File: src/rtl/silife_max7219_sink.sv
// MAX7219-style SPI sink: 16-bit frames latched on CS rise into an 8x8 framebuffer and control registers.
// Latency: ~3 clk from pin edge to effect through the synchronizers; no backpressure, SPI timing must respect min SCK phases.
module silife_max7219_sink (
    input  logic        clk,
    input  logic        reset_n,
    input  logic        i_cs,
    input  logic        i_sck,
    input  logic        i_mosi,
    output logic        o_dout,
    input  logic [2:0]  i_rd_row,
    output logic [7:0]  o_rd_data,
    output logic [3:0]  o_intensity,
    output logic [2:0]  o_scan_limit,
    output logic [7:0]  o_decode_mode,
    output logic        o_shutdown,
    output logic        o_test,
    output logic [15:0] o_word,
    output logic        o_word_valid,
    output logic        o_err
);

    logic        cs_meta, cs_sync, cs_prev;
    logic        sck_meta, sck_sync, sck_prev;
    logic        mosi_meta, mosi_sync;
    logic [15:0] shift_reg;
    logic [4:0]  bit_cnt;
    logic        armed;
    logic [7:0]  rows [8];

    logic sck_rise, cs_fall, cs_rise, shift_en;

    assign sck_rise = sck_sync & ~sck_prev;
    assign cs_fall  = ~cs_sync & cs_prev;
    assign cs_rise  = cs_sync & ~cs_prev;
    // armed stays clear after a mid-frame reset until CS has been seen high
    assign shift_en = sck_rise & ~cs_sync & armed;

    assign o_dout    = shift_reg[15];
    assign o_rd_data = rows[i_rd_row];

    always_ff @(posedge clk) begin
        if (!reset_n) begin
            cs_meta       <= 1'b0;
            cs_sync       <= 1'b0;
            cs_prev       <= 1'b0;
            sck_meta      <= 1'b0;
            sck_sync      <= 1'b0;
            sck_prev      <= 1'b0;
            mosi_meta     <= 1'b0;
            mosi_sync     <= 1'b0;
            shift_reg     <= 16'h0000;
            bit_cnt       <= 5'd0;
            armed         <= 1'b0;
            o_word        <= 16'h0000;
            o_word_valid  <= 1'b0;
            o_err         <= 1'b0;
            o_intensity   <= 4'h0;
            o_scan_limit  <= 3'h0;
            o_decode_mode <= 8'h00;
            o_shutdown    <= 1'b1;
            o_test        <= 1'b0;
            for (int r = 0; r < 8; r++) begin
                rows[r] <= 8'h00;
            end
        end else begin
            cs_meta   <= i_cs;
            cs_sync   <= cs_meta;
            cs_prev   <= cs_sync;
            sck_meta  <= i_sck;
            sck_sync  <= sck_meta;
            sck_prev  <= sck_sync;
            mosi_meta <= i_mosi;
            mosi_sync <= mosi_meta;

            o_word_valid <= 1'b0;
            o_err        <= 1'b0;

            if (cs_sync) begin
                armed <= 1'b1;
            end

            if (shift_en) begin
                shift_reg <= {shift_reg[14:0], mosi_sync};
            end

            if (cs_fall) begin
                bit_cnt <= 5'd0;
            end else if (shift_en && bit_cnt != 5'd16) begin
                bit_cnt <= bit_cnt + 5'd1;
            end

            if (cs_rise && armed) begin
                if (bit_cnt == 5'd16) begin
                    o_word       <= shift_reg;
                    o_word_valid <= 1'b1;
                    case (shift_reg[11:8])
                        4'h1, 4'h2, 4'h3, 4'h4,
                        4'h5, 4'h6, 4'h7, 4'h8: rows[shift_reg[10:8] - 3'd1] <= shift_reg[7:0];
                        4'h9:    o_decode_mode <= shift_reg[7:0];
                        4'hA:    o_intensity   <= shift_reg[3:0];
                        4'hB:    o_scan_limit  <= shift_reg[2:0];
                        4'hC:    o_shutdown    <= ~shift_reg[0];
                        4'hF:    o_test        <= shift_reg[0];
                        default: ;
                    endcase
                end else begin
                    o_err <= 1'b1;
                end
            end
        end
    end

endmodule
File: config.mk
export PLATFORM = sky130hd
export DESIGN_NAME = silife_max7219_sink
export DESIGN_NICKNAME = d
export VERILOG_FILES = /design/src/rtl/silife_max7219_sink.sv
export SDC_FILE = /design/constraint.sdc
export NUM_CORES = 1
export LEC_CHECK = 0
export CAP_MARGIN = 20
export CORE_MARGIN = 2
export CORE_UTILIZATION = 25
export DETAILED_ROUTE_END_ITERATION = 6
export GPL_TIMING_DRIVEN = 0
export PLACE_DENSITY_LB_ADDON = 0.12
export SETUP_SLACK_MARGIN = 0.3
export SLEW_MARGIN = 10
export SYNTH_ARGS = -nofsm -noshare
export SYNTH_HDL_FRONTEND = slang
export SYNTH_SLANG_ARGS = --single-unit
File: constraint.sdc
create_clock -name clk -period 6.7 [get_ports clk]
set_input_delay 1.34 -clock clk [delete_from_list [all_inputs] [get_ports clk]]
set_output_delay 1.34 -clock clk [all_outputs]
set_load 0.01 [all_outputs]
==> out/summary.txt <==
Ports = 52
Most frequent cells after synthesis = sky130_fd_sc_hd__dfxtp_1, sky130_fd_sc_hd__edfxtp_1, sky130_fd_sc_hd__nand2_1
Worst Path Required = 5.36 ns
Horizontal die dimension = 154 µm
Floorplan row count = 55
Accumulated negative setup slack = 0 ns
Final period util = 71.9%
Initial DRT Pass Iterations = 4
Number of global-route vias before repair = 4130
RSZ-0062 raised after global routing = no
Capture point of the worst reg-to-reg path = rows[0][0]
Cell chosen for the clock root = sky130_fd_sc_hd__clkbuf_16
Proportion of layout cells with a drive suffix above 1 = 18.9%
Max rail drop VDD = 149 µV
FF+latch count, synth = 129
Post-layout worst setup margin = 1.88 ns
Area taken by multi-input logic gates = 2190 µm²
Final setup skew = 0.0106 ns
Maximum clock frequency = 208 MHz
Most common cell in the synthesized netlist = sky130_fd_sc_hd__dfxtp_1
Async set or reset register ratio after synthesis = 0%
Category of the most critical setup path = input port to primary output
Maximum fanout along the worst path = 10
Number of buffers on the longest clock path = 2
Synth Flop Type = sky130_fd_sc_hd__dfxtp_1
Crit path arrival time = 3.48 ns
Post-CTS Hold Buffers = 0
Hold Crit Depth = 1
Final net count = 556
Clock buffer count from CTS = 17
Worst reg2reg setup slack = 3.85 ns
Post-Place Worst Slack = 1.83 ns
Register area share after synthesis = 57.0%
Die height = 154 µm
Largest net degree at the start of global routing = 17
Depth of the CTS H-tree = 4
Final wirelength = 15.5 mm
Post CTS Setup Buffer Count = 0
Area of placed instances = 6490 µm²
Routed length per instance = 18.5 µm
End of the worst hold path = cs_sync
Number of antenna violations at the first check in global routing = 0
Final setup violation count = 0
Grt ovf = 0
Power per standard cell area = 261 nW/µm²
Cell count after synthesis = 473
Count of cells along the worst register-to-register path = 7
Number of remaining DRC errors = 0
HPWL after detailed placement = 10.7 mm
Detailed router's first-iteration violation count = 275
Worst Tran Pin Value = 0.947 ns
Synth Net Count = 487
Number of hold-slack violations in the final timing report = 0
Clock Latency Late Sink = 0.42 ns
Diodes inserted = 0
Leakage Power = 2.36 nW
Final critical delay including setup and external delays = 4.82 ns
Flip-flop and latch area = 3220 µm²
Dominant cells by area after synthesis = sky130_fd_sc_hd__edfxtp_1, sky130_fd_sc_hd__dfxtp_1, sky130_fd_sc_hd__mux4_2
Type of the worst min-delay path = register to register
Flip-flop count of the largest register, all copies and words added = 64
Synthesis-to-layout area growth = 25.3%
Fillers = 2273
Final standard cell count with taps included and fillers excluded = 840
Final-report max-slew violation count = 0
Cell type contributing the most total cell area after synthesis = sky130_fd_sc_hd__edfxtp_1
Starting density of the core = 25.2%
Core outline area = 22400 µm²
Number of routed nets with antenna violations = 0
Cell-by-cell listing of the critical path = buf_1 > clkbuf_1 > mux4_2 > mux2_2 > clkdlybuf4s50_1
Yosys top cell area share = 34.0%
Global routing usage summed across all routing layers = 13.6%
Clk slew on worst S/H paths = 0.06 ns
Cell count after placement = 807
Port Buf Inserts = 47
Number of clock sinks seen by CTS = 129
Vias after detailed routing = 3873
Design area = 7090 µm²
Number of synthesized flops with an enable pin = 64
Total of warnings raised by yosys = 0
Total chip power = 1.85 mW
Weighted congestion reported at the end of routability-driven placement = 0.771
Cells resized by post-CTS repair = 0
Highest cell delay on the worst timing path = 0.54 ns
Post-Syn Area per Cell = 12.0 µm²
Nature of the critical path endpoint = primary output
Total Die Area = 23800 µm²
Share of the core filled with cells in the final layout = 31.6%
Via density per instance = 4.61
Combined area of all synthesized cells = 5660 µm²
Post-synthesis cell type count = 39
Normalized max-slew margin = 36.4%
Global-route wire length before repair = 24.2 mm
CTS tree = yes
Critical-path cell with the highest stage delay = sky130_fd_sc_hd__clkbuf_1
Worst min-delay path startpoint = cs_meta
Result of the run = finished clean
Source of the worst register-to-register timing path = bit_cnt[0]
Max-Cap Viols = 0
Tightest hold margin = 0.432 ns
Type of origin of the critical path = input port
==> layer usage <==
metal | track usage, % | up-vias | routed length (µm)
met4 | 4.37 | 0 | 230
met2 | 22.3 | 72 | 7420
met5 | 0 | - | 0
li1 | - | 1878 | -
met1 | 17.8 | 1907 | 7370
met3 | 3.05 | 16 | 501
==> cell usage in the layout, fill, tap and decap left out, types with 4 or more instances in the layout <==
| cell | count |
|---|---|
| sky130_fd_sc_hd__buf_2 | 14 |
| sky130_fd_sc_hd__nor3_1 | 45 |
| sky130_fd_sc_hd__a21boi_0 | 31 |
| sky130_fd_sc_hd__nand3_1 | 20 |
| sky130_fd_sc_hd__nand4_1 | 6 |
| sky130_fd_sc_hd__inv_1 | 4 |
| sky130_fd_sc_hd__ha_1 | 6 |
| sky130_fd_sc_hd__o21ai_1 | 6 |
| sky130_fd_sc_hd__clkdlybuf4s50_1 | 47 |
| sky130_fd_sc_hd__mux2_2 | 9 |
| sky130_fd_sc_hd__mux4_2 | 16 |
| sky130_fd_sc_hd__edfxtp_1 | 64 |
| sky130_fd_sc_hd__nor3_2 | 20 |
| sky130_fd_sc_hd__nand2_1 | 58 |
| sky130_fd_sc_hd__mux2i_1 | 18 |
| sky130_fd_sc_hd__buf_1 | 5 |
| sky130_fd_sc_hd__dfxtp_1 | 65 |
| sky130_fd_sc_hd__and2_1 | 9 |
| sky130_fd_sc_hd__clkbuf_16 | 20 |
| sky130_fd_sc_hd__clkbuf_1 | 22 |
| sky130_fd_sc_hd__o21ai_0 | 21 |
| sky130_fd_sc_hd__buf_6 | 6 |
==> cells by family after synthesis <==
logic type / Yosys count / share of synthesized area (%)
adders and majority gates: 6 / 1.33
DFF: 129 / 57.0
AOI/OAI and AO/OA: 65 / 7.68
muxes: 43 / 11.3
buffers and inverters: 49 / 4.31
and+or+nand+nor: 181 / 18.3
==> report_power, final <==
group          internal [mW]  switching, mW
sequential             0.848        0.00722
combinational         0.0398         0.0393
clock                  0.550          0.361
==> cell type report <==
cell class | count | share of cell area, %
repair buffers | 50 | 6.89
well taps | 285 | 5.03
flip-flops and latches | 129 | 45.5
clock buffers | 22 | 7.31
clock inverters | 10 | 0.954
multi-input cells | 295 | 30.9
plain buffers | 44 | 3.18
inverters | 5 | 0.265
==> critical path: cells and delay by family <==
family / cells / cell delay [ns]
multiplexers: 2 / 0.72
buffers and inverters: 3 / 1.41
==> how the worst max path moves through the flow <==
stage / startpoint / endpoint / slack, ns / depth (start not counted)
after floorplan: i_rd_row[0] / o_rd_data[0] / 2.69 / 4
after global placement: i_rd_row[1] / o_rd_data[1] / 1.85 / 5
after detailed placement: i_rd_row[1] / o_rd_data[1] / 1.83 / 5
after CTS: i_rd_row[1] / o_rd_data[1] / 1.82 / 5
after global routing: i_rd_row[1] / o_rd_data[1] / 1.78 / 5
final: i_rd_row[1] / o_rd_data[1] / 1.88 / 5
Power figures use the tool's default switching activity.
